### config.mk
export PLATFORM = sky130hd
export DESIGN_NAME = debug_grid_render_flat
export DESIGN_NICKNAME = d
export VERILOG_FILES = /design/src/rtl/debug_grid_render_if.sv /design/src/rtl/debug_grid_render.sv /design/src/flat_wrapper.sv
export SDC_FILE = /design/constraint.sdc
export NUM_CORES = 1
export LEC_CHECK = 0
export BUFFER_PORTS_ARGS = -buffer_cell sky130_fd_sc_hd__buf_2
export CAP_MARGIN = 20
export CORE_MARGIN = 2
export CORE_UTILIZATION = 40
export DETAILED_ROUTE_END_ITERATION = 10
export GPL_ROUTABILITY_DRIVEN = 0
export MAX_ROUTING_LAYER = met4
export PLACE_DENSITY_LB_ADDON = 0.08
export SLEW_MARGIN = 20
export SYNTH_ARGS = -nofsm -noshare
export SYNTH_HDL_FRONTEND = slang
export SYNTH_SLANG_ARGS = --single-unit
### constraint.sdc
create_clock -name clk -period 5.64 [get_ports clk]
set_input_delay 0.282 -clock clk [delete_from_list [all_inputs] [get_ports clk]]
set_output_delay 0.282 -clock clk [all_outputs]
set_load 0.03 [all_outputs]
### src/rtl/debug_grid_render_if.sv
// Bus between the debug grid renderer and its surroundings: sync counters,
// frame controls, debug-RAM read port and pixel outputs.
interface debug_grid_render_if #(
   parameter int DATA_W = 8,
   parameter int ADDR_W = 10,
   parameter int X_W    = 11
);
   logic              in_display;
   logic [X_W-1:0]    prefetch_x;
   logic [X_W-1:0]    counter_y;
   logic [ADDR_W-1:0] base_addr;
   logic [ADDR_W-1:0] cursor_addr;
   logic              cursor_en;
   logic [ADDR_W-1:0] ram_addr;
   logic [DATA_W-1:0] ram_data;
   logic              vga_r;
   logic              vga_g;
   logic              vga_b;

   modport master (
      output in_display, prefetch_x, counter_y, base_addr, cursor_addr, cursor_en, ram_data,
      input  ram_addr, vga_r, vga_g, vga_b
   );

   modport slave (
      input  in_display, prefetch_x, counter_y, base_addr, cursor_addr, cursor_en, ram_data,
      output ram_addr, vga_r, vga_g, vga_b
   );
endinterface

### src/rtl/debug_grid_render.sv
// Renders debug-RAM words as a grid of coloured bit cells with a row-label
// column, a column-index header row, frame-latched scroll base and cursor.
module debug_grid_render #(
   parameter int DATA_W    = 8,
   parameter int COLS      = 16,
   parameter int ROWS      = 63,
   parameter int ADDR_W    = 10,
   parameter int CELL_LOG2 = 3,
   parameter int RAM_LAT   = 1,
   parameter int X_W       = 11
) (
   input  logic                clk,
   input  logic                rst,
   debug_grid_render_if.slave  bus
);
   localparam int F_W = $clog2(COLS + 2);
   localparam int P_W = $clog2(DATA_W + 1);
   localparam int B_W = (DATA_W > 1) ? $clog2(DATA_W) : 1;
   localparam int T_W = X_W - CELL_LOG2 - 1;

   typedef struct packed {
      logic           vis;
      logic           dat;
      logic           fbit;
      logic           hl;
      logic [B_W-1:0] idx;
   } dec_t;

   logic [ADDR_W-1:0] base_l_q, cursor_l_q, row_base_q, row_base_d, ram_addr_q, addr_d;
   logic              cen_l_q, armed_q, latch;
   logic [F_W-1:0]    fld_q, fld_d;
   logic [P_W-1:0]    pos_q, pos_d, ridx;
   logic [T_W-1:0]    trow_q, trow;
   logic [B_W-1:0]    idx_d;
   logic [DATA_W-1:0] lab_v, col_v;
   dec_t              dec_d, dec_last;
   dec_t [RAM_LAT:0]  dec_q;
   logic [2:0]        col_q, col_d, vga_q;
   logic              dat_bit;

   // Stage 0: decode cell position; field/cell counters assume x steps by one from 0.
   always_comb begin
      latch = (bus.counter_y == '0) && (bus.prefetch_x == '0);
      trow  = bus.counter_y[X_W-1:CELL_LOG2+1];
      fld_d = fld_q;
      pos_d = pos_q;
      if (bus.prefetch_x == '0) begin
         fld_d = '0;
         pos_d = '0;
      end else if (bus.prefetch_x[CELL_LOG2-1:0] == '0) begin
         if (pos_q == P_W'(DATA_W)) begin
            pos_d = '0;
            if (fld_q <= F_W'(COLS)) fld_d = fld_q + F_W'(1);
         end else begin
            pos_d = pos_q + P_W'(1);
         end
      end

      row_base_d = row_base_q;
      if (trow != trow_q)
         row_base_d = (trow == T_W'(1)) ? base_l_q : row_base_q + ADDR_W'(COLS);
      addr_d = row_base_d + ADDR_W'(fld_d) - ADDR_W'(1);

      ridx  = P_W'(DATA_W - 1) - pos_d;
      idx_d = B_W'(ridx);
      lab_v = DATA_W'(trow - T_W'(1));
      col_v = DATA_W'(fld_d - F_W'(1));

      dec_d      = '0;
      dec_d.idx  = idx_d;
      dec_d.dat  = (fld_d != '0) && (trow != '0);
      dec_d.fbit = (fld_d == '0) ? lab_v[idx_d] : col_v[idx_d];
      dec_d.hl   = dec_d.dat && cen_l_q && (addr_d == cursor_l_q);
      dec_d.vis  = (armed_q || latch)
                && (pos_d != P_W'(DATA_W))
                && !bus.counter_y[CELL_LOG2]
                && (fld_d <= F_W'(COLS))
                && (trow <= T_W'(ROWS))
                && (|bus.prefetch_x[CELL_LOG2-1:0])
                && (|bus.counter_y[CELL_LOG2-1:0])
                && !((trow == '0) && (fld_d == '0));
   end

   assign dec_last = dec_q[RAM_LAT];

   // Compose: decode info has travelled alongside the RAM read and meets its data here.
   always_comb begin
      dat_bit = dec_last.dat ? bus.ram_data[dec_last.idx] : dec_last.fbit;
      col_d   = 3'b000;
      if (dec_last.vis) begin
         if (dec_last.hl) col_d = dat_bit ? 3'b111 : 3'b100;
         else             col_d = dat_bit ? 3'b110 : 3'b001;
      end
   end

   always_ff @(posedge clk) begin
      if (rst) begin
         base_l_q   <= '0;
         cursor_l_q <= '0;
         cen_l_q    <= 1'b0;
         armed_q    <= 1'b0;
         fld_q      <= '0;
         pos_q      <= '0;
         trow_q     <= '0;
         row_base_q <= '0;
         ram_addr_q <= '0;
         dec_q      <= '0;
         col_q      <= '0;
         vga_q      <= '0;
      end else begin
         if (latch) begin
            base_l_q   <= bus.base_addr;
            cursor_l_q <= bus.cursor_addr;
            cen_l_q    <= bus.cursor_en;
            armed_q    <= 1'b1;
         end
         fld_q      <= fld_d;
         pos_q      <= pos_d;
         trow_q     <= trow;
         row_base_q <= row_base_d;
         ram_addr_q <= addr_d;
         dec_q      <= {dec_q[RAM_LAT-1:0], dec_d};
         col_q      <= col_d;
         vga_q      <= col_q & {3{bus.in_display}};
      end
   end

   assign bus.ram_addr = ram_addr_q;
   assign bus.vga_r    = vga_q[2];
   assign bus.vga_g    = vga_q[1];
   assign bus.vga_b    = vga_q[0];
endmodule

### src/flat_wrapper.sv
// flat-port wrapper written by rule: the top's interface ports become plain ports
module debug_grid_render_flat 
#(
   parameter int DATA_W    = 8,
   parameter int COLS      = 16,
   parameter int ROWS      = 63,
   parameter int ADDR_W    = 10,
   parameter int CELL_LOG2 = 3,
   parameter int RAM_LAT   = 1,
   parameter int X_W       = 11
)
  (clk, rst, bus_in_display, bus_prefetch_x, bus_counter_y, bus_base_addr, bus_cursor_addr, bus_cursor_en, bus_ram_data, bus_ram_addr, bus_vga_r, bus_vga_g, bus_vga_b);
  debug_grid_render_if #(.DATA_W(DATA_W), .ADDR_W(ADDR_W), .X_W(X_W)) bus_i ();
  input  logic clk;
  input  logic rst;
  input wire logic [$bits(bus_i.in_display)-1:0] bus_in_display;
  input wire logic [$bits(bus_i.prefetch_x)-1:0] bus_prefetch_x;
  input wire logic [$bits(bus_i.counter_y)-1:0] bus_counter_y;
  input wire logic [$bits(bus_i.base_addr)-1:0] bus_base_addr;
  input wire logic [$bits(bus_i.cursor_addr)-1:0] bus_cursor_addr;
  input wire logic [$bits(bus_i.cursor_en)-1:0] bus_cursor_en;
  input wire logic [$bits(bus_i.ram_data)-1:0] bus_ram_data;
  output wire logic [$bits(bus_i.ram_addr)-1:0] bus_ram_addr;
  output wire logic [$bits(bus_i.vga_r)-1:0] bus_vga_r;
  output wire logic [$bits(bus_i.vga_g)-1:0] bus_vga_g;
  output wire logic [$bits(bus_i.vga_b)-1:0] bus_vga_b;
  assign bus_i.in_display = bus_in_display;
  assign bus_i.prefetch_x = bus_prefetch_x;
  assign bus_i.counter_y = bus_counter_y;
  assign bus_i.base_addr = bus_base_addr;
  assign bus_i.cursor_addr = bus_cursor_addr;
  assign bus_i.cursor_en = bus_cursor_en;
  assign bus_i.ram_data = bus_ram_data;
  assign bus_ram_addr = bus_i.ram_addr;
  assign bus_vga_r = bus_i.vga_r;
  assign bus_vga_g = bus_i.vga_g;
  assign bus_vga_b = bus_i.vga_b;
  debug_grid_render #(.DATA_W(DATA_W), .COLS(COLS), .ROWS(ROWS), .ADDR_W(ADDR_W), .CELL_LOG2(CELL_LOG2), .RAM_LAT(RAM_LAT), .X_W(X_W)) u_core (.clk(clk), .rst(rst), .bus(bus_i));
endmodule
==> metrics <==
Initial Utilization 0.408; Critical Path Source Type register; largest cells by area after synthesis dfxtp_1 (37%), ha_1 (7.2%), nand2_1 (5.7%); layout cells sized above 1 0.191; total gr overflow 0; worst-case vdd ir drop 0.113 mV; initial DRC count 218; Finished Core Util 0.472; post-place setup slack 0.919 ns; DRC 0; Mapped Nets 564; post-DP HPWL 6720 um; Setup violations, final 0; Primary FF master, synth dfxtp_1; CP top delay family compound AO/OA/AOI/OAI gates; #FFs+latches synth 78; CP Capture Type register; register area share after synthesis 0.374; Post-CTS Hold Buffers 0; die width 106 um; arrival time at the worst endpoint 4.69 ns; Die ar. 11300 um2; Num CTS Buffers 9; outcome finished, final reports clean; max-cap violation count 0; post-CTS resize count 0; CTS Root Cell clkbuf_8; Vias/cell 5.11; nets 623; htree depth 3; initial antenna violation count 0; number of global-route vias before repair 3317; Synth area leader dfxtp_1; RSZ-0062 raised after global routing false; detailed-router iteration count before antenna repair 5; # diodes 0; clock skew 0.0122 ns; Slew headroom 0.376; Setup Fix Bufs, Post-CTS 0; die span in y 106 um; placed cell count 669; Netlist cell types 70; Worst EP required 5.91 ns; placed inst area 4600 um2; IO buf count 66; CTS tree built; LEAKAGE 2.01 nW; DR WL/cell 13.7 um; via count 3498; worst setup margin 1.23 ns; crit path cell chain inv_1 -> ha_1 -> or3b_4 -> a211oi_4 -> nand2_1 -> o21ai_0 -> nand2_1 -> ha_1 -> inv_1 -> ha_1 -> fa_1 -> a211oi_1 -> o21bai_1 -> a21oi_1 -> o21bai_1 -> a21oi_1 -> xnor3_1 -> nor4b_2; Post-synth ARST share 0; Tot GR Track Use 0.187; final WL 9380 um; most frequent cell on the critical path ha_1; deepest clock path buffer count 2; fmax 0.227 GHz; Power Dens Cells 266 nW/um2; Final Max Tran Viols 0; worst skew pair latency 0.36 ns; Area Growth Syn to Fin 15.6%; EDFF count, synth 0; Crit path buffers/inverters 2; Hold Path Class input pin to register; final setup TNS 0 ns; crit-path max FO 5; Worst-path clk slew 0.09 ns; area share of the largest cell type after synthesis 0.374; Ys Warns 0; first-pass GRT wire length 16500 um; Worst path slowest cell or3b_4; CTS sink count 78; Filler cells 1027; core area 10200 um2; worst-margin pin slew 0.936 ns; largest net degree at the start of global routing 74; syn_area_per_cell 8.61 um2; Final Hold Vio Count 0; mapped cell area 4180 um2; Crit path largest cell delay 0.42 ns; fin crit share 0.782; fin area 4830 um2; Post-Layout Cell Count 685; crit path kind register to register; Site Rows 37; post-detailed-route count of antenna-violating nets 0; Synth Instances 485; # IOs 67; Tmin final 4.41 ns
[area by class of cell]
type | count | area, um2 | area share
repair buffers | 67 | 338 | 0.0700
well taps | 136 | 170 | 0.0353
flip-flops and latches | 78 | 1560 | 0.323
clock inverters | 7 | 104 | 0.0215
inverters | 25 | 93.8 | 0.0194
multi-input cells | 363 | 2440 | 0.505
clock buffers | 9 | 124 | 0.0257
[cell families (layout without fill, tap and decap cells)]
family,count (synthesis),in the layout,share of synthesized area
AND/OR/NAND/NOR,205,205,0.247
AO/OA/AOI/OAI,89,89,0.149
flip-flops,78,78,0.374
buffers and inverters,44,108,0.0428
XOR/XNOR,28,28,0.0620
adder cells (fa/ha/maj),25,25,0.0767
multiplexers,16,16,0.0479
[synth_stat cells (all sizes together) (5+ instances only)]
| cell | instances |
|---|---|
| a211oi | 5 |
| a21oi | 31 |
| and2 | 7 |
| and3 | 6 |
| buf | 10 |
| clkbuf | 9 |
| dfxtp | 78 |
| ha | 24 |
| inv | 25 |
| mux2i | 12 |
| nand2 | 64 |
| nand3 | 14 |
| nor2 | 57 |
| nor2b | 20 |
| nor3 | 9 |
| nor4 | 7 |
| o21ai | 16 |
| xnor2 | 15 |
| xor2 | 12 |
[worst min-delay path, cell delays in order]
cell and delay (ns):
buf_2 0.09, nand2_1 0.05, a21oi_1 0.05
[metal layers]
| metal | routed length, um | track usage | vias up |
|---|---|---|---|
| li1 | - | - | 1799 |
| met1 | 4700 | 0.262 | 1626 |
| met2 | 4240 | 0.279 | 64 |
| met3 | 347 | 0.0294 | 9 |
| met4 | 84 | 0.0536 | 0 |
| met5 | 0 | - | - |
[sequential cells by signal (all words and copies together), names as in the netlist, 4 cells and up]
signal / flops
u_core.bus.ram_addr: 10
u_core.trow_q: 7
u_core.cursor_l_q: 10
u_core.dec_q: 7
u_core.row_base_q: 10
u_core.pos_q: 4
u_core.dec_last: 7
u_core.base_l_q: 10
u_core.fld_q: 5
[report_power, final]
part / internal [mW] / switching (mW)
registers: 0.572 / 0.00792
clock network: 0.256 / 0.228
logic: 0.0926 / 0.128
total: 0.920 / 0.365
[metrics by stage]
stage,hold WS (ns),power (mW)
final,0.155,1.28
after detailed placement,0.412,0.814
after global placement,0.412,0.812
after global routing,0.147,1.36
after floorplan,0.406,0.755
after CTS,0.147,1.30
[path summary, 6_finish.rpt]
path,start,to,slack (ns),cells after the start
max,u_core.fld_q[0],u_core.dec_q[3],1.23,18
min reg2reg,u_core.col_q[0],u_core.vga_q[0],0.43,1
min,bus_cursor_addr[8],u_core.cursor_l_q[8],0.16,3
max reg2reg,u_core.fld_q[0],u_core.dec_q[3],1.23,18
[placed cells by master (no fill, tap or decap), types with 4 or more instances in the layout]
master / netlist / final
mux2i_1: 11 / 11
clkbuf_8: 0 / 9
xor2_1: 12 / 12
nand2_1: 63 / 63
ha_1: 24 / 24
o21ai_0: 15 / 15
nor2b_1: 20 / 20
nor4_1: 5 / 5
xnor2_1: 15 / 15
nor3_1: 6 / 6
inv_1: 25 / 25
dfxtp_1: 78 / 78
and3_1: 6 / 6
buf_2: 5 / 66
nor2_1: 57 / 57
nand3_1: 14 / 14
a31oi_1: 4 / 4
a21oi_1: 30 / 30
nand4_1: 4 / 4
and2_1: 7 / 7
No activity file was read; power rests on OpenSTA's default activity.
